### config.mk
export PLATFORM = sky130hd
export DESIGN_NAME = gate_bist_ctrl
export DESIGN_NICKNAME = d
export VERILOG_FILES = /design/src/rtl/gate_bist_ctrl.sv
export SDC_FILE = /design/constraint.sdc
export NUM_CORES = 1
export LEC_CHECK = 0
export CAP_MARGIN = 5
export CORE_MARGIN = 1
export CORE_UTILIZATION = 54
export DETAILED_ROUTE_END_ITERATION = 8
export PLACE_DENSITY = 0.91
export SYNTH_ARGS = -nofsm -noshare
export SYNTH_HDL_FRONTEND = slang
export SYNTH_SLANG_ARGS = --single-unit
### constraint.sdc
create_clock -name clk -period 3.25 [get_ports clk]
set_clock_uncertainty 0.1 [all_clocks]
set_input_delay 0.4875 -clock clk [delete_from_list [all_inputs] [get_ports clk]]
set_output_delay 0.4875 -clock clk [all_outputs]
set_load 0.005 [all_outputs]
### src/rtl/gate_bist_ctrl.sv
// gate_bist_ctrl: built-in self-test sequencer for the two-input gate block.
// It takes over the gate inputs, walks all four {a,b} vectors and holds each
// one for SETTLE cycles. It then samples the seven gate outputs against the
// ideal truth table and keeps a small pass/fail record for the status logic.
module gate_bist_ctrl #(
    parameter int unsigned SETTLE       = 1,
    parameter bit          STOP_ON_FAIL = 1'b0
) (
    input  logic       clk,
    input  logic       rst,
    input  logic       start,
    output logic       gate_a,
    output logic       gate_b,
    input  logic [6:0] gate_out,
    output logic       busy,
    output logic       done,
    output logic       pass,
    output logic [2:0] fail_count,
    output logic [1:0] fail_vec,
    output logic [6:0] fail_mask
);

    // Last APPLY cycle index for a vector; the settle counter is 4 bits wide.
    localparam logic [3:0] SETTLE_LAST = 4'(SETTLE - 1);

    typedef enum logic [1:0] {
        IDLE   = 2'd0,
        APPLY  = 2'd1,
        SAMPLE = 2'd2,
        DONE   = 2'd3
    } state_t;

    state_t     state_q, state_d;
    logic [1:0] vec_q, vec_d;
    logic [3:0] cnt_q, cnt_d;
    logic [2:0] fail_count_q, fail_count_d;
    logic [1:0] fail_vec_q, fail_vec_d;
    logic [6:0] fail_mask_q, fail_mask_d;
    logic       pass_q, pass_d;

    logic [6:0] exp_out;
    logic       mismatch;

    // Ideal gate outputs for the vector currently applied.
    // Bit order is and, or, not(A), nand, nor, xor, xnor.
    always_comb begin
        exp_out = 7'h00;
        unique case (vec_q)
            2'b00:   exp_out = 7'h5C;
            2'b01:   exp_out = 7'h2E;
            2'b10:   exp_out = 7'h2A;
            default: exp_out = 7'h43;
        endcase
    end

    assign mismatch = (gate_out != exp_out);

    // Register the sequencer state and the result record; reset clears everything.
    always_ff @(posedge clk) begin
        if (rst) begin
            state_q      <= IDLE;
            vec_q        <= 2'd0;
            cnt_q        <= 4'd0;
            fail_count_q <= 3'd0;
            fail_vec_q   <= 2'd0;
            fail_mask_q  <= 7'd0;
            pass_q       <= 1'b0;
        end else begin
            state_q      <= state_d;
            vec_q        <= vec_d;
            cnt_q        <= cnt_d;
            fail_count_q <= fail_count_d;
            fail_vec_q   <= fail_vec_d;
            fail_mask_q  <= fail_mask_d;
            pass_q       <= pass_d;
        end
    end

    // Compute the next state and result updates. The results only change on an
    // accepted start (clear), on a failing sample, or when entering DONE (pass).
    always_comb begin
        state_d      = state_q;
        vec_d        = vec_q;
        cnt_d        = cnt_q;
        fail_count_d = fail_count_q;
        fail_vec_d   = fail_vec_q;
        fail_mask_d  = fail_mask_q;
        pass_d       = pass_q;

        unique case (state_q)
            IDLE: begin
                if (start) begin
                    state_d      = APPLY;
                    vec_d        = 2'd0;
                    cnt_d        = 4'd0;
                    fail_count_d = 3'd0;
                    fail_vec_d   = 2'd0;
                    fail_mask_d  = 7'd0;
                    pass_d       = 1'b0;
                end
            end

            APPLY: begin
                if (cnt_q == SETTLE_LAST) begin
                    state_d = SAMPLE;
                end else begin
                    cnt_d = cnt_q + 4'd1;
                end
            end

            SAMPLE: begin
                if (mismatch) begin
                    fail_count_d = fail_count_q + 3'd1;
                    if (fail_count_q == 3'd0) begin
                        fail_vec_d  = vec_q;
                        fail_mask_d = gate_out ^ exp_out;
                    end
                end
                if ((vec_q == 2'd3) || (mismatch && STOP_ON_FAIL)) begin
                    state_d = DONE;
                    pass_d  = (fail_count_d == 3'd0);
                end else begin
                    state_d = APPLY;
                    vec_d   = vec_q + 2'd1;
                    cnt_d   = 4'd0;
                end
            end

            default: begin
                state_d = IDLE;
            end
        endcase
    end

    // The gate inputs are only driven while a vector is being applied or
    // sampled. Outside a run they rest at 0.
    always_comb begin
        gate_a = 1'b0;
        gate_b = 1'b0;
        if ((state_q == APPLY) || (state_q == SAMPLE)) begin
            gate_a = vec_q[1];
            gate_b = vec_q[0];
        end
    end

    assign busy       = (state_q != IDLE);
    assign done       = (state_q == DONE);
    assign pass       = pass_q;
    assign fail_count = fail_count_q;
    assign fail_vec   = fail_vec_q;
    assign fail_mask  = fail_mask_q;

endmodule

* Yosys cells after proc, flatten, opt, wreduce, memory -nomap -nowiden *
Cells that the tools add are included.

storage, ports and cells
  register bits after elaboration = 21
  logic and storage cells = 68
  output and inout port bits = 17
  input bits = 10

operators by class
  reduce and logical (&&, ||, !) cells = 15
  bitwise logic cells = 1
  add/subtract/negate cells = 3
  muxes and demuxes = 28
  equal/unequal tests = 14

operators by type and width
  cell                   count
  $mux W7                3
  $pmux W7 S3            1
  $mux W2                7
  $ne A2 B2 Y1 const B   7
  $pmux W7 S2            1
  $mux W4                3
  $pmux W4 S3            1
  $mux W3                3
  $eq A2 B2 Y1 const B   4
  $pmux W2 S2            2
  $reduce_and A4 Y1      2
  $ne A7 B7 Y1           1
  $xor A7 B7 Y7          1
  $logic_not A3 Y1       2
  $pmux W2 S3            1
  $pmux W3 S2            1
  $reduce_and A3 Y1      2
  $add A4 B1 Y4 const B  1
  $eq A2 B1 Y1 const B   2
  $logic_not A2 Y1       2
  $logic_not A4 Y1       1
  $mux W1                4
  $reduce_and A2 Y1      2
  $reduce_bool A2 Y1     2
  5 further kinds        5

* Longest topological paths before layout *
Gate-level depths: netlist of run 1.

  depth in word-level cells = 8
  gate-level depth with buffers = 9
  mapped depth without buffers = 8

* Worst setup path before layout of run 1 *
No wires, ideal clock.

  path kind = reg2reg
  start point = register vec_q[0]
  end point = register pass_q (netlist: pass)
  stages on the path, launching flop included = 8
  data arrival time = 1804 ps
  slack = 1219 ps
  period minus slack after synthesis = 2031 ps
  data required time = 3023 ps
  cell sequence = dfxtp_1 > inv_1 > ha_1 > nor3b_1 > o22ai_2 > nor2_4 > a2111oi_0 > or3_1

between the ends
  word-level cells in the longest chain between the ends = 8
  elaborated cells between the ends (all ways) = 13
  classes of those cells = 5 x eq/ne; 5 x mux; 3 x reduce/logical

RTL lines
  element                               line  source
  start: declaration                    34    logic [1:0] vec_q, vec_d;
  start signal: assignment              70    vec_q <= vec_d;
  $eq A2 B2 Y1 (tied with other cells)  48    unique case (vec_q)
  $pmux W7 S3                           48
  $ne A7 B7 Y1                          56    assign mismatch = (gate_out != exp_out);
  $mux W3                               112   if (mismatch) begin
  $mux W3                               90    unique case (state_q)
  $logic_not A3 Y1                      121   pass_d = (fail_count_d == 3'd0);
  $mux W1                               119   if ((vec_q == 2'd3) || (mismatch && STOP_ON_FAIL)) begin
  $pmux W1 S2                           90
  end signal: assignment                75    pass_q <= pass_d;
  end: declaration                      39    logic pass_q, pass_d;

Parallel ways exist; a longest one is shown, timed or not. The select of a mux whose other input is x is not followed.
A chain may end at the register's enable or synchronous reset.

* Worst setup path after layout of run 1 *
  start point = register vec_q[1]
  end point = register fail_mask_q[1] (netlist: fail_mask[1])

between the ends
  word-level cells in the longest chain between the ends = 6
  elaborated cells between the ends (all ways) = 11
  classes of those cells = 4 x eq/ne; 4 x mux; 1 x bitwise; 2 x reduce/logical

RTL lines
  element                                               line  source
  $eq A2 B2 Y1 (tied with other cells)                  48
  $pmux W7 S3 *                                         48
  branches (longest 4 deep; another with $ne A7 B7 Y1)  --
  end signal: assignment                                74    fail_mask_q <= fail_mask_d;
  end: declaration                                      38    logic [6:0] fail_mask_q, fail_mask_d;

Mark *: on every way between the ends. The select of a mux whose other input is x is not followed.

==> run summary, run 1 <==
Synth Warn # - 0
Fill cells - 169
Post-Syn Nets - 178
CP required - 3.41 ns
Final Hold Vio Count - 0
Worst vdd ir - 306.9 uV
Floorplan row count - 17
Post-layout min period - 2.367 ns
TritonCTS clock tree - done
Final setup vio count - 0
H-tree levels - 1
Cells after synthesis - 155
CTS Root Cell - clkbuf_4
PostCTS Resize Cnt - 0
Post-CTS setup buffer count - 0
PD cells - 348.0 nW/um^2
Chip height - 51.63 um
Seq cells post-synth - 21
CP Class - reg -> reg
Number of flops mapped to enable cells by yosys - 0
Area Overhead vs Synth - 22.48%
Setup TNS - 0 ns
DRT Pass-1 Iters - 4
Antenna violations before repair - 0
Vias in the first global route - 1199
WP data arrival - 2.53 ns
Ys async rst share - 0
Final wirelength - 2.873 mm
Final nets - 205
Main synth FF type - dfxtp_1
CTS Buf Count - 3
Global-route wire length before repair - 4.919 mm
Largest net degree at the start of global routing - 17
DRC viols - 0
Crit-path slowest cell - dfxtp_1
Chip width - 51.63 um
Number of top-level pins - 27
Placer Congestion - 0.8688
Input/output buffers - 26
Antenna cells - 0
Number of max-cap violations - 0
Static Leak - 0.6361 nW
Worst skew pair latency - 0.32 ns
Sequential share of the synthesized area - 0.3161
Max incr delay on CP - 0.49 ns
CTS max path bufs - 2
Netlist cell types - 41
Slew headroom - 0.5801
Achievable Freq - 422.5 MHz
RSZ-0062 raised after global routing - no
Worst setup SP type - register
# placed instances - 205
Sink Count - 21
Synthesized area - 1330 um^2
Total number of vias - 1201
Die area - 2666 um^2
Avg Cell Area, Syn - 8.581 um^2
Floorplan core area - 2276 um^2
Layout Cells excl Fill - 209
Max-slew violations - 0
CP Capture Type - register
DRT antenna net count - 0
Overflow after GRT - 0
Hold crit path type - reg -> reg
Fin crit share - 0.7283
Measured slew at the worst slew-check pin - 0.6279 ns
Drt initial violations - 31
Starting Density - 0.5844
Status - completed
Hold-fix buffer count after cts - 0
Vias/cell - 5.746
DP Wirelength - 2.193 mm
Gr usage total - 0.2508
Worst Hold Margin - 0.3917 ns
Reg clk slew, reported paths - 0.11 ns
Max FO, Critical Path - 10
Critical-path cell list - ha_1, xnor2_1, nor2_1, a22oi_2, nor2_4, nor4_4, a32o_1
Post-DR wirelength/cell - 13.75 um
Fraction of layout cells with a size suffix above 1 - 0.06630
==> layout by cell type, fill, tap and decap left out, types with 3 or more instances in the layout <==
cell,count
nand2b_1,5
a22o_1,7
clkbuf_4,3
xor2_1,4
inv_1,14
xnor2_1,4
a22oi_1,4
a21oi_1,7
nor2_1,15
nor3_1,4
dfxtp_1,21
a31oi_1,3
ha_1,13
clkdlybuf4s50_1,26
nand3_1,3
o21ai_0,4
o211ai_1,3
nor3b_1,3
nand2_1,13
==> layout make-up <==
cell class / count / area (um^2) / share of cell area
clock buffer: 4 / 26.28 / 0.01613
inverter: 14 / 52.55 / 0.03226
multi-input combinational: 116 / 834.6 / 0.5123
sequential: 21 / 420.4 / 0.2581
tap: 28 / 35.03 / 0.02151
timing repair buffer: 26 / 260.3 / 0.1598
==> metal layers <==
layer,routed length [um],vias up,GRT usage
met3,165,7,0.08187
met4,51,0,0.1306
met1,1209,560,0.2594
met5,0,-,0
li1,-,595,-
met2,1447,39,0.4459
==> critical path, delay by kind of cell, from the launching register on <==
family	cells	cell delay [ns]
AND/OR/NAND/NOR	3	0.65
flip-flops	1	0.49
AO/OA/AOI/OAI	2	0.49
adder cells (fa/ha/maj)	1	0.42
XOR/XNOR	1	0.17
==> per-stage QoR <==
step | utilization | cell area, um^2 | power, mW | setup WS (ns)
floorplan | - | 1330 | 0.3817 | 1.219
global placement | 0.7042 | 1603 | 0.4308 | 0.8555
detailed placement | 0.7042 | 1603 | 0.4369 | 0.7626
CTS | 0.7158 | 1629 | 0.5684 | 0.8804
global route | 0.7158 | 1629 | 0.6028 | 0.7541
finish | 0.7158 | 1629 | 0.5669 | 0.8829
==> final timing paths <==
path | slack, ns | depth (start not counted) | end | startpoint
worst max-delay path | 0.88 | 7 | fail_mask[1]$_SDFFE_PP0P_ | vec_q[1]$_SDFFE_PP0P_
worst min-delay path | 0.39 | 1 | fail_mask[6]$_SDFFE_PP0P_ | fail_mask[6]$_SDFFE_PP0P_
worst max register to register | 0.88 | 7 | fail_mask[1]$_SDFFE_PP0P_ | vec_q[1]$_SDFFE_PP0P_
worst min register to register | 0.39 | 1 | fail_mask[6]$_SDFFE_PP0P_ | fail_mask[6]$_SDFFE_PP0P_
==> registers in the layout, summed over array words and instances, names as in the netlist <==
name,flops
fail_count,3
fail_mask,7
fail_vec,2
vec_q,2
pass,1
state_q,2
cnt_q,4
==> report_power, final <==
part           switching [mW]  internal [mW]  total, mW
Sequential             0.0107          0.267      0.277
Clock                  0.0857         0.0481      0.134
Combinational          0.0885         0.0671      0.156
==> cells in the mapped netlist (all sizes together), types with 2 or more instances <==
cell type,instances,share of area
ha,13,0.12
a31oi,3,0.014
o21ai,5,0.019
xnor2,4,0.026
nand2,13,0.037
nor3,4,0.015
a21oi,7,0.026
and3,2,0.010
nand3,3,0.011
nand2b,5,0.024
mux2i,2,0.015
xor2,4,0.026
dfxtp,21,0.32
inv,14,0.040
a22oi,5,0.032
clkbuf,3,0.0085
a22o,7,0.046
nor2,16,0.051
nor3b,3,0.017
o211ai,3,0.017
and2,2,0.0094
==> cell families (layout without fill, tap and decap cells) <==
group	count (synthesis)	count (layout)	synth area share
muxes	2	2	0.01505
DFF	21	21	0.3161
xor gates and xnor gates	8	8	0.05268
adders and majority gates	13	13	0.1223
and+or+nand+nor	55	55	0.2286
AOI/OAI and AO/OA	38	38	0.2088
buffers and inverters	18	44	0.05644
Power figures use the tool's default switching activity.
==> run 2: changes to the inputs <==
--- a/config.mk
+++ b/config.mk
@@ -7,9 +7,9 @@
 export LEC_CHECK = 0
 export CAP_MARGIN = 5
 export CORE_MARGIN = 1
-export CORE_UTILIZATION = 54
+export CORE_UTILIZATION = 46
 export DETAILED_ROUTE_END_ITERATION = 8
-export PLACE_DENSITY = 0.91
+export PLACE_DENSITY = 0.84
 export SYNTH_ARGS = -nofsm -noshare
 export SYNTH_HDL_FRONTEND = slang
 export SYNTH_SLANG_ARGS = --single-unit
==> constraint.sdc (replaced) <==
create_clock -name clk -period 2 [get_ports clk]
set_clock_uncertainty 0.1 [all_clocks]
set_input_delay 0.3 -clock clk [delete_from_list [all_inputs] [get_ports clk]]
set_output_delay 0.3 -clock clk [all_outputs]
set_load 0.005 [all_outputs]
==> run 2 against run 1 <==
Net effect: design area grew 23%; combinational power grew 140%; first-iteration DRC count grew 77%; the flow now finishes with violations (setup timing); clock-buffer cell count shrank 1; worst setup slack lost 0.97 ns; register-to-register slack lost 0.97 ns; largest cell class unchanged; global-route usage shrank 0.31 points.
==> run summary, run 2 (same netlist as run 1, synthesis figures left out) <==
Final wirelength - 4.050 mm (was 2.873 mm)
DRT antenna net count - 0 (unchanged)
Achievable Freq - 479.2 MHz (was 422.5 MHz)
Final nets - 235 (was 205)
Final Cell Area - 2007 um^2 (was 1629 um^2)
Failing checks - setup timing
RSZ-0062 raised after global routing - yes (was no)
Chip height - 55.77 um (was 51.63 um)
Critical-path cell list - inv_1, ha_4, nor3b_2, o22ai_2, nor2_4, buf_6, buf_6, buf_4, nand3_1, a31oi_1 (was ha_1, xnor2_1, nor2_1, a22oi_2, nor2_4, nor4_4, a32o_1)
Crit-path slowest cell - dfxtp_4 (was dfxtp_1)
H-tree levels - 1 (unchanged)
Post-layout util - 0.7278 (was 0.7158)
WP data arrival - 2.25 ns (was 2.53 ns)
Hold crit path type - reg -> reg (unchanged)
Floorplan core area - 2758 um^2 (was 2276 um^2)
Final setup vio count - 8 (was 0)
Vias in the first global route - 1350 (was 1199)
Most frequent cells in the layout - 26 x buf_4, 24 x clkdlybuf4s50_1, 17 x dfxtp_1 (was 26 x clkdlybuf4s50_1, 21 x dfxtp_1, 15 x nor2_1)
Gr usage total - 0.2477 (was 0.2508)
Antenna violations before repair - 0 (unchanged)
Flop pwr share - 0.427 (was 0.489)
CTS max path bufs - 2 (unchanged)
Final Hold Vio Count - 0 (unchanged)
Static Leak - 0.8267 nW (was 0.6361 nW)
Fraction of layout cells with a size suffix above 1 - 0.2891 (was 0.06630)
Number of max-cap violations - 0 (unchanged)
Starting Density - 0.4823 (was 0.5844)
Worst min-delay path endpoint - cnt_q[2]$_SDFFE_PP0P_ (was fail_mask[6]$_SDFFE_PP0P_)
Max-slew violations - 0 (unchanged)
CP Capture Type - register (unchanged)
Area Overhead vs Synth - 50.89% (was 22.48%)
Worst vdd ir - 627.4 uV (was 306.9 uV)
CTS Root Cell - clkbuf_4 (unchanged)
Antenna cells - 0 (unchanged)
Input/output buffers - 26 (unchanged)
Sink Count - 21 (unchanged)
Delay-heaviest family, CP - simple AND/OR/NAND/NOR gates (unchanged)
Number of top-level pins - 27 (unchanged)
Measured slew at the worst slew-check pin - 0.3642 ns (was 0.6279 ns)
Switching power - 359.1 uW (was 185.0 uW)
Drt initial violations - 55 (was 31)
Total number of vias - 1380 (was 1201)
Max incr delay on CP - 0.41 ns (was 0.49 ns)
Fill cells - 186 (was 169)
R2r endpoint - fail_count[1]$_SDFFE_PP0P_ (was fail_mask[1]$_SDFFE_PP0P_)
P_int - 693.4 uW (was 381.9 uW)
Placed Instance Area - 1817 um^2 (was 1603 um^2)
Reg clk slew, reported paths - 0.13 ns (was 0.11 ns)
Global-route wire length before repair - 6.058 mm (was 4.919 mm)
Floorplan row count - 19 (was 17)
R2r worst-path depth - 10 (was 7)
TritonCTS clock tree - done (unchanged)
Register area - 432.9 um^2 (was 420.4 um^2)
Most frequent CP cell - buf_6
Post-DR wirelength/cell - 16.74 um (was 13.75 um)
Post-layout min period - 2.087 ns (was 2.367 ns)
PD cells - 524.5 nW/um^2 (was 348.0 nW/um^2)
WP buf/inv - 4 (was 0)
Max reg flops - 7 (unchanged)
WHS Path Cells - 2 (was 1)
Status - complete, but fails checks (was completed)
Multi-input logic area - 948.4 um^2 (was 834.6 um^2)
CTS Buf Count - 3 (unchanged)
Slew headroom - 0.7556 (was 0.5801)
Worst skew pair latency - 0.34 ns (was 0.32 ns)
Largest net degree at the start of global routing - 13 (was 17)
Chip width - 55.77 um (was 51.63 um)
Worst setup SP type - register (unchanged)
Worst R2R Setup Slack - -0.09 ns (was 0.88 ns)
Overflow after GRT - 0 (unchanged)
HP Start - cnt_q[2]$_SDFFE_PP0P_ (was fail_mask[6]$_SDFFE_PP0P_)
DRC viols - 0 (unchanged)
CP Class - reg -> reg (unchanged)
RR Startpoint - vec_q[0]$_SDFFE_PP0P_ (was vec_q[1]$_SDFFE_PP0P_)
Clock power frac - 0.216 (was 0.236)
CP required - 2.17 ns (was 3.41 ns)
Max FO, Critical Path - 6 (was 10)
Commonest non-fill, non-tap cell in the layout - buf_4 (was clkdlybuf4s50_1)
Hold-fix buffer count after cts - 0 (unchanged)
Comb pwr share - 0.356 (was 0.275)
DRT Pass-1 Iters - 4 (unchanged)
Vias/cell - 5.702 (was 5.746)
Net Sw Frac - 0.3412 (was 0.3263)
Placer Congestion - 0.8912 (was 0.8688)
Fin crit share - 1.043 (was 0.7283)
Setup ws final - -0.08693 ns (was 0.8829 ns)
Die area - 3110 um^2 (was 2666 um^2)
DP Wirelength - 2.662 mm (was 2.193 mm)
==> run 2: changes by cell type in the layout (fill, tap and decap cells not counted), moves of 4 or more <==
cell and change:
buf_4 +26, dfxtp_1 -4, ha_1 -4, ha_4 +4
==> run 2: how the worst max path moves through the flow <==
| stage | startpoint | slack, ns | cells after the start | endpoint |
|---|---|---|---|---|
| global route | vec_q[0]$_SDFFE_PP0P_ | -0.17 | 11 | fail_count[1]$_SDFFE_PP0P_ |
| global placement | gate_out[2] | -0.15 | 7 | fail_mask[0]$_SDFFE_PP0P_ |
| detailed placement | gate_out[3] | -0.21 | 7 | pass$_SDFFE_PP0P_ |
| finish | vec_q[0]$_SDFFE_PP0P_ | -0.09 | 10 | fail_count[1]$_SDFFE_PP0P_ |
| floorplan | vec_q[0]$_SDFFE_PP0P_ | 0.02 | 8 | fail_mask[4]$_SDFFE_PP0P_ |
| CTS | vec_q[0]$_SDFFE_PP0P_ | -0.003 | 7 | fail_count[2]$_SDFFE_PP0P_ |
==> run 2: worst register-to-register path, cell delays in order (launching register included) <==
cell and delay (ns):
dfxtp_4 0.41, inv_1 0.10, ha_4 0.26, nor3b_2 0.19, o22ai_2 0.13, nor2_4 0.24, buf_6 0.16, buf_6 0.09
buf_4 0.09, nand3_1 0.06, a31oi_1 0.20
==> run 2: cell type report <==
cell class                 count  area share
tap                           31     0.01933
sequential                    21      0.2157
multi-input combinational    116      0.4726
timing repair buffer          56      0.2525
inverter                      14     0.02618
clock inverter                 1    0.002494
clock buffer                   3     0.01122
==> run 2: routing by layer <==
metal / wire length [um] / GRT usage
met2: 2131 / 0.4630
met5: 0 / 0
met1: 1587 / 0.2721
met3: 188 / 0.03488
met4: 142 / 0.1179
==> run 2: metrics by stage <==
step                      instances  hold slack (ns)  setup TNS, ns  power, mW  worst slack (ns)
after floorplan                 155           0.3533              0     0.6244           0.01846
after global placement          232           0.3553         -1.417     0.7550           -0.1462
after detailed placement        232           0.3693         -2.059     0.7716           -0.2075
after CTS                       240           0.4004      -0.003351      1.023         -0.003351
after global routing            242           0.4205        -0.9577      1.094           -0.1652
final                           242           0.4002        -0.2682      1.053          -0.08693
==> run 2: what timing repair did <==
action,4_1_cts,5_1_grt
pin swaps,6,15
gates resized for setup,21,10
buffers inserted,4,2
endpoints found under the setup margin,15,13
hold endpoints to repair,0,0
==> run 2: power groups by stage <==
stage | combinational, mW | sequential (mW) | clock, mW
after floorplan | 0.167 | 0.457 | 0
after global placement | 0.297 | 0.458 | 0
after detailed placement | 0.312 | 0.460 | 0
after CTS | 0.345 | 0.448 | 0.230
after global routing | 0.398 | 0.452 | 0.244
final | 0.375 | 0.450 | 0.227
